## config.mk

```make
export PLATFORM = sky130hd
export DESIGN_NAME = serial_frame_router_flat
export DESIGN_NICKNAME = d
export VERILOG_FILES = /design/src/rtl/serial_frame_router_pkg.sv /design/src/rtl/serial_frame_router_if.sv /design/src/rtl/serial_frame_router_detector.sv /design/src/rtl/serial_frame_router.sv /design/src/flat_wrapper.sv
export SDC_FILE = /design/constraint.sdc
export NUM_CORES = 1
export LEC_CHECK = 0
export ABC_AREA = 1
export CAP_MARGIN = 20
export CORE_MARGIN = 3
export CORE_UTILIZATION = 35
export CTS_BUF_LIST = sky130_fd_sc_hd__clkbuf_8 sky130_fd_sc_hd__clkbuf_16
export CTS_CLUSTER_SIZE = 40
export DETAILED_ROUTE_END_ITERATION = 8
export DONT_BUFFER_PORTS = 1
export PLACE_DENSITY_LB_ADDON = 0.05
export RECOVER_POWER = 50
export SLEW_MARGIN = 0
export SYNTH_ARGS = -nofsm -noshare
export SYNTH_HDL_FRONTEND = slang
export SYNTH_SLANG_ARGS = --single-unit
```

## constraint.sdc

```tcl
create_clock -name clk -period 1.2 [get_ports clk]
set_input_delay 0.06 -clock clk [delete_from_list [all_inputs] [get_ports clk]]
set_output_delay 0.06 -clock clk [all_outputs]
set_load 0.02 [all_outputs]
```

## src/rtl/serial_frame_router_pkg.sv

```systemverilog
// Shared definitions for serial_frame_router: state encoding, parameter defaults
// and the start pattern the frame detector searches for.
package serial_frame_router_pkg;

    typedef enum logic [2:0] {
        SEARCH  = 3'd0,
        ADDR    = 3'd1,
        LEN     = 3'd2,
        PAYLOAD = 3'd3,
        PARITY  = 3'd4,
        DONE    = 3'd5
    } state_t;

    localparam int DEF_ADDR_W = 2;
    localparam int DEF_LEN_W  = 4;
    localparam int DEF_NUM_CH = 4;

    // Sent MSB first on the serial line.
    localparam int                   START_LEN     = 7;
    localparam logic [START_LEN-1:0] START_PATTERN = 7'b0111110;

    function automatic logic even_parity_step(input logic acc, input logic b);
        return acc ^ b;
    endfunction

endpackage

```

## src/rtl/serial_frame_router_if.sv

```systemverilog
// Serial-side and channel-side signals of serial_frame_router; the router uses
// the slave modport, whoever drives the line and consumes channels uses master.
interface serial_frame_router_if
    import serial_frame_router_pkg::*;
#(
    parameter int ADDR_W = DEF_ADDR_W,
    parameter int LEN_W  = DEF_LEN_W,
    parameter int NUM_CH = DEF_NUM_CH
);
    logic              serIn;
    logic              serOut;
    logic [NUM_CH-1:0] chValid;
    logic              busy;
    logic              done;
    logic              err;
    logic [LEN_W-1:0]  lenRemaining;

    modport master (
        output serIn,
        input  serOut, chValid, busy, done, err, lenRemaining
    );

    modport slave (
        input  serIn,
        output serOut, chValid, busy, done, err, lenRemaining
    );
endinterface

```

## src/rtl/serial_frame_router_detector.sv

```systemverilog
// start_pattern_detector: Mealy matcher for START_PATTERN; w is high in the
// cycle the final pattern bit is present on serIn.
module start_pattern_detector
    import serial_frame_router_pkg::*;
(
    input  logic clk,
    input  logic rst,
    input  logic serIn,
    output logic w
);
    localparam logic [2:0] LAST = 3'(START_LEN - 1);

    logic [2:0] match_q, match_d;

    // Number of pattern bits matched so far.
    always_ff @(posedge clk or posedge rst) begin
        if (rst) begin
            match_q <= 3'd0;
        end else begin
            match_q <= match_d;
        end
    end

    // On a mismatch the only prefix that can survive is the single leading bit,
    // because the pattern's inner run of ones never re-aligns with its start.
    always_comb begin
        w       = 1'b0;
        match_d = match_q;
        if (serIn == START_PATTERN[START_LEN - 1 - int'(match_q)]) begin
            if (match_q == LAST) begin
                w       = 1'b1;
                match_d = (serIn == START_PATTERN[START_LEN-1]) ? 3'd1 : 3'd0;
            end else begin
                match_d = match_q + 3'd1;
            end
        end else begin
            match_d = (serIn == START_PATTERN[START_LEN-1]) ? 3'd1 : 3'd0;
        end
    end
endmodule

```

## src/rtl/serial_frame_router.sv

```systemverilog
// serial_frame_router: finds a start pattern, then shifts in address and length
// and routes the payload to one channel. Define PARITY_CHECK_EN for a trailing parity bit.
module serial_frame_router
    import serial_frame_router_pkg::*;
#(
    parameter int ADDR_W = DEF_ADDR_W,
    parameter int LEN_W  = DEF_LEN_W,
    parameter int NUM_CH = DEF_NUM_CH
)(
    input  logic                 clk,
    input  logic                 rst,
    serial_frame_router_if.slave bus
);
    localparam int               CNT_W     = (ADDR_W > LEN_W) ? ADDR_W : LEN_W;
    localparam logic [CNT_W-1:0] ADDR_LAST = CNT_W'(ADDR_W - 1);
    localparam logic [CNT_W-1:0] LEN_LAST  = CNT_W'(LEN_W - 1);
`ifdef PARITY_CHECK_EN
    localparam state_t FRAME_TAIL = PARITY;
`else
    localparam state_t FRAME_TAIL = DONE;
`endif

    state_t            state_q, state_d;
    logic [ADDR_W-1:0] addr_q, addr_d;
    logic [LEN_W-1:0]  len_q, len_d;
    logic [CNT_W-1:0]  cnt_q, cnt_d;
    logic              det_rst_s;
    logic              flag_s;
`ifdef PARITY_CHECK_EN
    logic              par_q, par_d;
    logic              err_q, err_d;
`endif

    // Keeping the detector in reset outside SEARCH stops payload bits from retriggering it.
    assign det_rst_s = rst | (state_q != SEARCH);

    start_pattern_detector u_detector (
        .clk   (clk),
        .rst   (det_rst_s),
        .serIn (bus.serIn),
        .w     (flag_s)
    );

    // State and datapath registers.
    always_ff @(posedge clk or posedge rst) begin
        if (rst) begin
            state_q <= SEARCH;
            addr_q  <= '0;
            len_q   <= '0;
            cnt_q   <= '0;
`ifdef PARITY_CHECK_EN
            par_q   <= 1'b0;
            err_q   <= 1'b0;
`endif
        end else begin
            state_q <= state_d;
            addr_q  <= addr_d;
            len_q   <= len_d;
            cnt_q   <= cnt_d;
`ifdef PARITY_CHECK_EN
            par_q   <= par_d;
            err_q   <= err_d;
`endif
        end
    end

    // Next-state and datapath update; len_q doubles as the payload down-counter.
    always_comb begin
        state_d = state_q;
        addr_d  = addr_q;
        len_d   = len_q;
        cnt_d   = cnt_q;
`ifdef PARITY_CHECK_EN
        par_d   = par_q;
        err_d   = err_q;
`endif
        case (state_q)
            SEARCH: begin
                cnt_d = '0;
`ifdef PARITY_CHECK_EN
                par_d = 1'b0;
                err_d = 1'b0;
`endif
                if (flag_s) begin
                    state_d = ADDR;
                end else begin
                    state_d = SEARCH;
                end
            end
            ADDR: begin
                addr_d = ADDR_W'({addr_q, bus.serIn});
                if (cnt_q == ADDR_LAST) begin
                    cnt_d   = '0;
                    state_d = LEN;
                end else begin
                    cnt_d   = cnt_q + CNT_W'(1'b1);
                end
            end
            LEN: begin
                len_d = LEN_W'({len_q, bus.serIn});
                if (cnt_q == LEN_LAST) begin
                    cnt_d = '0;
                    if (len_d != '0) begin
                        state_d = PAYLOAD;
                    end else begin
                        state_d = FRAME_TAIL;
                    end
                end else begin
                    cnt_d = cnt_q + CNT_W'(1'b1);
                end
            end
            PAYLOAD: begin
                len_d = len_q - LEN_W'(1'b1);
`ifdef PARITY_CHECK_EN
                par_d = even_parity_step(par_q, bus.serIn);
`endif
                if (len_q == LEN_W'(1'b1)) begin
                    state_d = FRAME_TAIL;
                end else begin
                    state_d = PAYLOAD;
                end
            end
`ifdef PARITY_CHECK_EN
            PARITY: begin
                err_d   = bus.serIn ^ par_q;
                state_d = DONE;
            end
`endif
            DONE: begin
                state_d = SEARCH;
            end
            default: begin
                state_d = SEARCH;
            end
        endcase
    end

    // Output decode from the current state; serOut follows serIn combinationally.
    always_comb begin
        bus.busy = (state_q != SEARCH);
        bus.done = (state_q == DONE);
        if (state_q == PAYLOAD) begin
            bus.chValid      = NUM_CH'(1'b1) << addr_q;
            bus.serOut       = bus.serIn;
            bus.lenRemaining = len_q;
        end else begin
            bus.chValid      = '0;
            bus.serOut       = 1'b0;
            bus.lenRemaining = '0;
        end
`ifdef PARITY_CHECK_EN
        if (state_q == DONE) begin
            bus.err = err_q;
        end else begin
            bus.err = 1'b0;
        end
`else
        bus.err = 1'b0;
`endif
    end
endmodule

```

## src/flat_wrapper.sv

```systemverilog
// flat-port wrapper written by rule: the top's interface ports become plain ports
module serial_frame_router_flat import serial_frame_router_pkg::*;
#(
    parameter int ADDR_W = DEF_ADDR_W,
    parameter int LEN_W  = DEF_LEN_W,
    parameter int NUM_CH = DEF_NUM_CH
)
  (clk, rst, bus_serIn, bus_serOut, bus_chValid, bus_busy, bus_done, bus_err, bus_lenRemaining);
  serial_frame_router_if #(.ADDR_W(ADDR_W), .LEN_W(LEN_W), .NUM_CH(NUM_CH)) bus_i ();
  input  logic clk;
  input  logic rst;
  input wire logic [$bits(bus_i.serIn)-1:0] bus_serIn;
  output wire logic [$bits(bus_i.serOut)-1:0] bus_serOut;
  output wire logic [$bits(bus_i.chValid)-1:0] bus_chValid;
  output wire logic [$bits(bus_i.busy)-1:0] bus_busy;
  output wire logic [$bits(bus_i.done)-1:0] bus_done;
  output wire logic [$bits(bus_i.err)-1:0] bus_err;
  output wire logic [$bits(bus_i.lenRemaining)-1:0] bus_lenRemaining;
  assign bus_i.serIn = bus_serIn;
  assign bus_serOut = bus_i.serOut;
  assign bus_chValid = bus_i.chValid;
  assign bus_busy = bus_i.busy;
  assign bus_done = bus_i.done;
  assign bus_err = bus_i.err;
  assign bus_lenRemaining = bus_i.lenRemaining;
  serial_frame_router #(.ADDR_W(ADDR_W), .LEN_W(LEN_W), .NUM_CH(NUM_CH)) u_core (.clk(clk), .rst(rst), .bus(bus_i));
endmodule
```

==> run metrics <==
CTS clk-pin slew, worst paths=0.07 ns; reg2reg end=u_core.u_detector.match_q[1]$_DFF_PP0_; Fin. Hold Viols=0; Yosys top cell area share=0.385; Cell variety after synth=28; CP peak stage delay=0.42 ns; GRT Util Overall=0.150; CP Launch Point=u_core.u_detector.match_q[0]$_DFF_PP0_; synth warn=0; CTS tree=built; CP Depth=7; minimum clock period=roughly 1.4 ns; reg-to-reg slack, setup=-0.19 ns; CP top delay family=simple AND/OR/NAND/NOR gates; vias in the first global route=~940; Fmax=718 MHz; initial antenna violation count=0; antenna cells=0; nets@finish=186; crit path DAT=1.59 ns; slew margin rel.=0.644; largest net degree at the start of global routing=14; first-pass GRT wire length=4020 µm; Syn Nets=145; async set-reset flop share out of synthesis=1.00; htree depth=1; Post-Route Skew=roughly 0.0010 ns; cell taking the most area after synthesis=dfrtp_1; Seq. cell area=~400 µm²; setup TNS=-2.09 ns; post-DR vias/cell=4.88; Pleak=0.812 nW; worst-path fanout max=3; # Max-Cap Violations=0; WP buf/inv=1; crit start category=register; Placed Cells=around 190; Avg Cell Area, Syn=7.76 µm²; # rows=19; Multi-input gate area=747 µm²; # clock sinks=16; unrepaired setup endpoints after global routing=yes; Post-synth EDFFs=0; Top Ports=15; crit share post-route=1.16; per-cell routed wire length=about 13 µm; Synth Instances=134; register area share after synthesis=0.385; GRT overflow=0; Routed Antenna Nets=0; violations in the final reports=negative setup slack; Slowest cell on crit path=dfrtp_1; DR iter-0 viols=29; Crit path required time=roughly 1.4 ns; CP Capture Type=register; Die W=between 60 and 70 µm; Layout area overhead=64.1%; Detailed Route WL=2660 µm; Initial Utilization=0.371; die footprint=3660 µm²; PortBufs=0; HP Class=in -> reg; total number of vias=approximately 1.0k; ys flop type=dfrtp_1; root buffer cell=clkbuf_8; Num CTS Buffers=3; Mapped Area=1040 µm²; FILL cells=243; Finished Cell Area=1710 µm²; worst-margin pin slew=about 0.53 ns; CP Class=reg -> reg; routability congestion estimate=0.896; core area=2810 µm²; post-route DRC violation count=0; reg-to-reg startpoint=u_core.u_detector.match_q[0]$_DFF_PP0_; Clk Latency, worst-skew pair=0.25 ns; Setup Viol. Count Final=21; Max rail drop VDD=1700 µV; final setup margin=-0.193 ns; top cells by area, synth=dfrtp_1 39%, nand2_1 11%, ha_1 9.6%; Die Y=60.5 µm; 1st-pass router iterations=4; P per Cell Area=2880 nW/µm²; share of layout cells above drive strength 1=0.569; max-slew violations=0; fin cells=~210; flops & latches, synth=16; Area after DPL=1290 µm²; Cell Chain, Critical Path=inv_2, ha_4, nand3b_1, nand3_2, nand2_4, nor2_4, o21a_1; Post-DP HPWL=1790 µm; status=complete, but fails checks; Clock Tree Buf Depth=2; worst setup path endpoint=u_core.u_detector.match_q[1]$_DFF_PP0_; cells on worst reg2reg path=7
==> power by group <==
group          internal, mW  leakage [nW]  switching [mW]  total (mW)
Sequential            0.776         0.200           0.291        1.07
Combinational          1.56         0.583            1.79        3.35
Clock                 0.292        0.0288           0.201       0.492
Total                  2.63         0.812            2.28        4.91
==> kinds of logic (layout without fill, tap and decap cells) <==
| group | Yosys count | count (layout) | synth area share |
|---|---|---|---|
| fa+ha+maj | 8 | 8 | 0.0963 |
| simple gates | 64 | 64 | 0.274 |
| xor+xnor | 2 | 2 | 0.0169 |
| other cells | 1 | 1 | 0.00361 |
| compound gates | 17 | 17 | 0.117 |
| buf+inv | 26 | 66 | 0.107 |
| flops | 16 | 16 | 0.385 |
==> metrics by stage <==
stage,power [mW],utilization,hold slack (ns),setup slack (ns)
global route,5.32,0.608,0.0561,-0.283
global placement,3.25,0.462,-0.0723,-0.195
CTS,4.26,0.541,0.0346,-0.133
floorplan,2.47,-,-0.114,-0.101
finish,4.91,0.608,0.0525,-0.193
detailed placement,3.30,0.462,-0.0630,-0.229
==> synthesized netlist by cell type, types with 2 or more instances <==
cell type  count
inv_1         20
nand2_2        3
inv_2          3
ha_1           8
nand2_1       30
o21a_1         2
nor2_1        12
o21ai_0        4
nand3_2        2
dfrtp_1       16
o21ai_2        2
nor3_1         6
xor2_1         2
nand3_1        9
a21oi_1        2
==> final cells by class <==
type,instances,area share
repair buffers,38,0.213
multi-input cells,92,0.438
inverters,24,0.0587
clock buffers,4,0.0323
well taps,31,0.0227
flip-flops and latches,16,0.236
==> worst min-delay path by stage <==
| stage | endpoint | startpoint | slack, ns | cells past startpoint |
|---|---|---|---|---|
| after detailed placement | u_core.u_detector.match_q[2]$_DFF_PP0_ | rst | -0.06 | 1 |
| after CTS | u_core.state_q[2]$_DFFE_PP0P_ | bus_serIn | 0.03 | 3 |
| final | u_core.u_detector.match_q[0]$_DFF_PP0_ | bus_serIn | 0.05 | 3 |
| after global placement | u_core.u_detector.match_q[2]$_DFF_PP0_ | rst | -0.07 | 1 |
| after floorplan | u_core.u_detector.match_q[0]$_DFF_PP0_ | rst | -0.11 | 1 |
| after global routing | u_core.u_detector.match_q[0]$_DFF_PP0_ | bus_serIn | 0.06 | 3 |
==> tightest hold or removal path, delay by kind of cell <==
family | cells | cell delay [ns]
AOI/OAI and AO/OA | 1 | 0.08
and+or+nand+nor | 1 | 0.04
buffers and inverters | 1 | 0.09
==> layer usage <==
metal | global-route usage | share of wire | vias to the layer above
met4 | 0.0774 | 0.029 | 0
met5 | 0 | 0 | -
met2 | 0.250 | 0.53 | 15
li1 | - | - | 501
met1 | 0.185 | 0.42 | 475
met3 | 0.0277 | 0.029 | 9
==> state kept, by name (all words and copies together), names as in the netlist <==
name and cells:
u_core.state_q 3, u_core.addr_q 2, u_core.u_detector.match_q 3, u_core.len_q 4
u_core.cnt_q 4
==> cells in the final DEF (no fill, tap or decap), types with 2 or more instances in the layout <==
cell type,netlist,final
clkbuf_8,0,4
nor2_4,0,6
buf_4,1,18
dfrtp_2,0,2
buf_6,1,18
nand2_4,0,4
nand3_1,9,6
o21a_1,2,2
a21oi_1,2,2
xor2_1,2,2
o21ai_2,2,4
nor3_2,0,2
nand3_4,0,2
nor2_2,1,3
inv_1,20,12
ha_4,0,2
ha_1,8,6
nor3_4,0,3
nand2_1,30,18
o21ai_0,4,2
nand3_2,2,3
inv_2,3,9
dfrtp_1,16,14
nor2_1,12,4
inv_4,1,2
nand2_2,3,11
==> repair_timing <==
| action | 4_1_cts | 5_1_grt |
|---|---|---|
| resized for setup | 27 | 47 |
| pin swaps | 7 | 8 |
| buffers inserted | 8 | 5 |
| endpoints found under the setup margin | 19 | 25 |
| hold buffers | 1 | 0 |
| hold endpoints to repair | 16 | 0 |
Power figures use the tool's default switching activity.
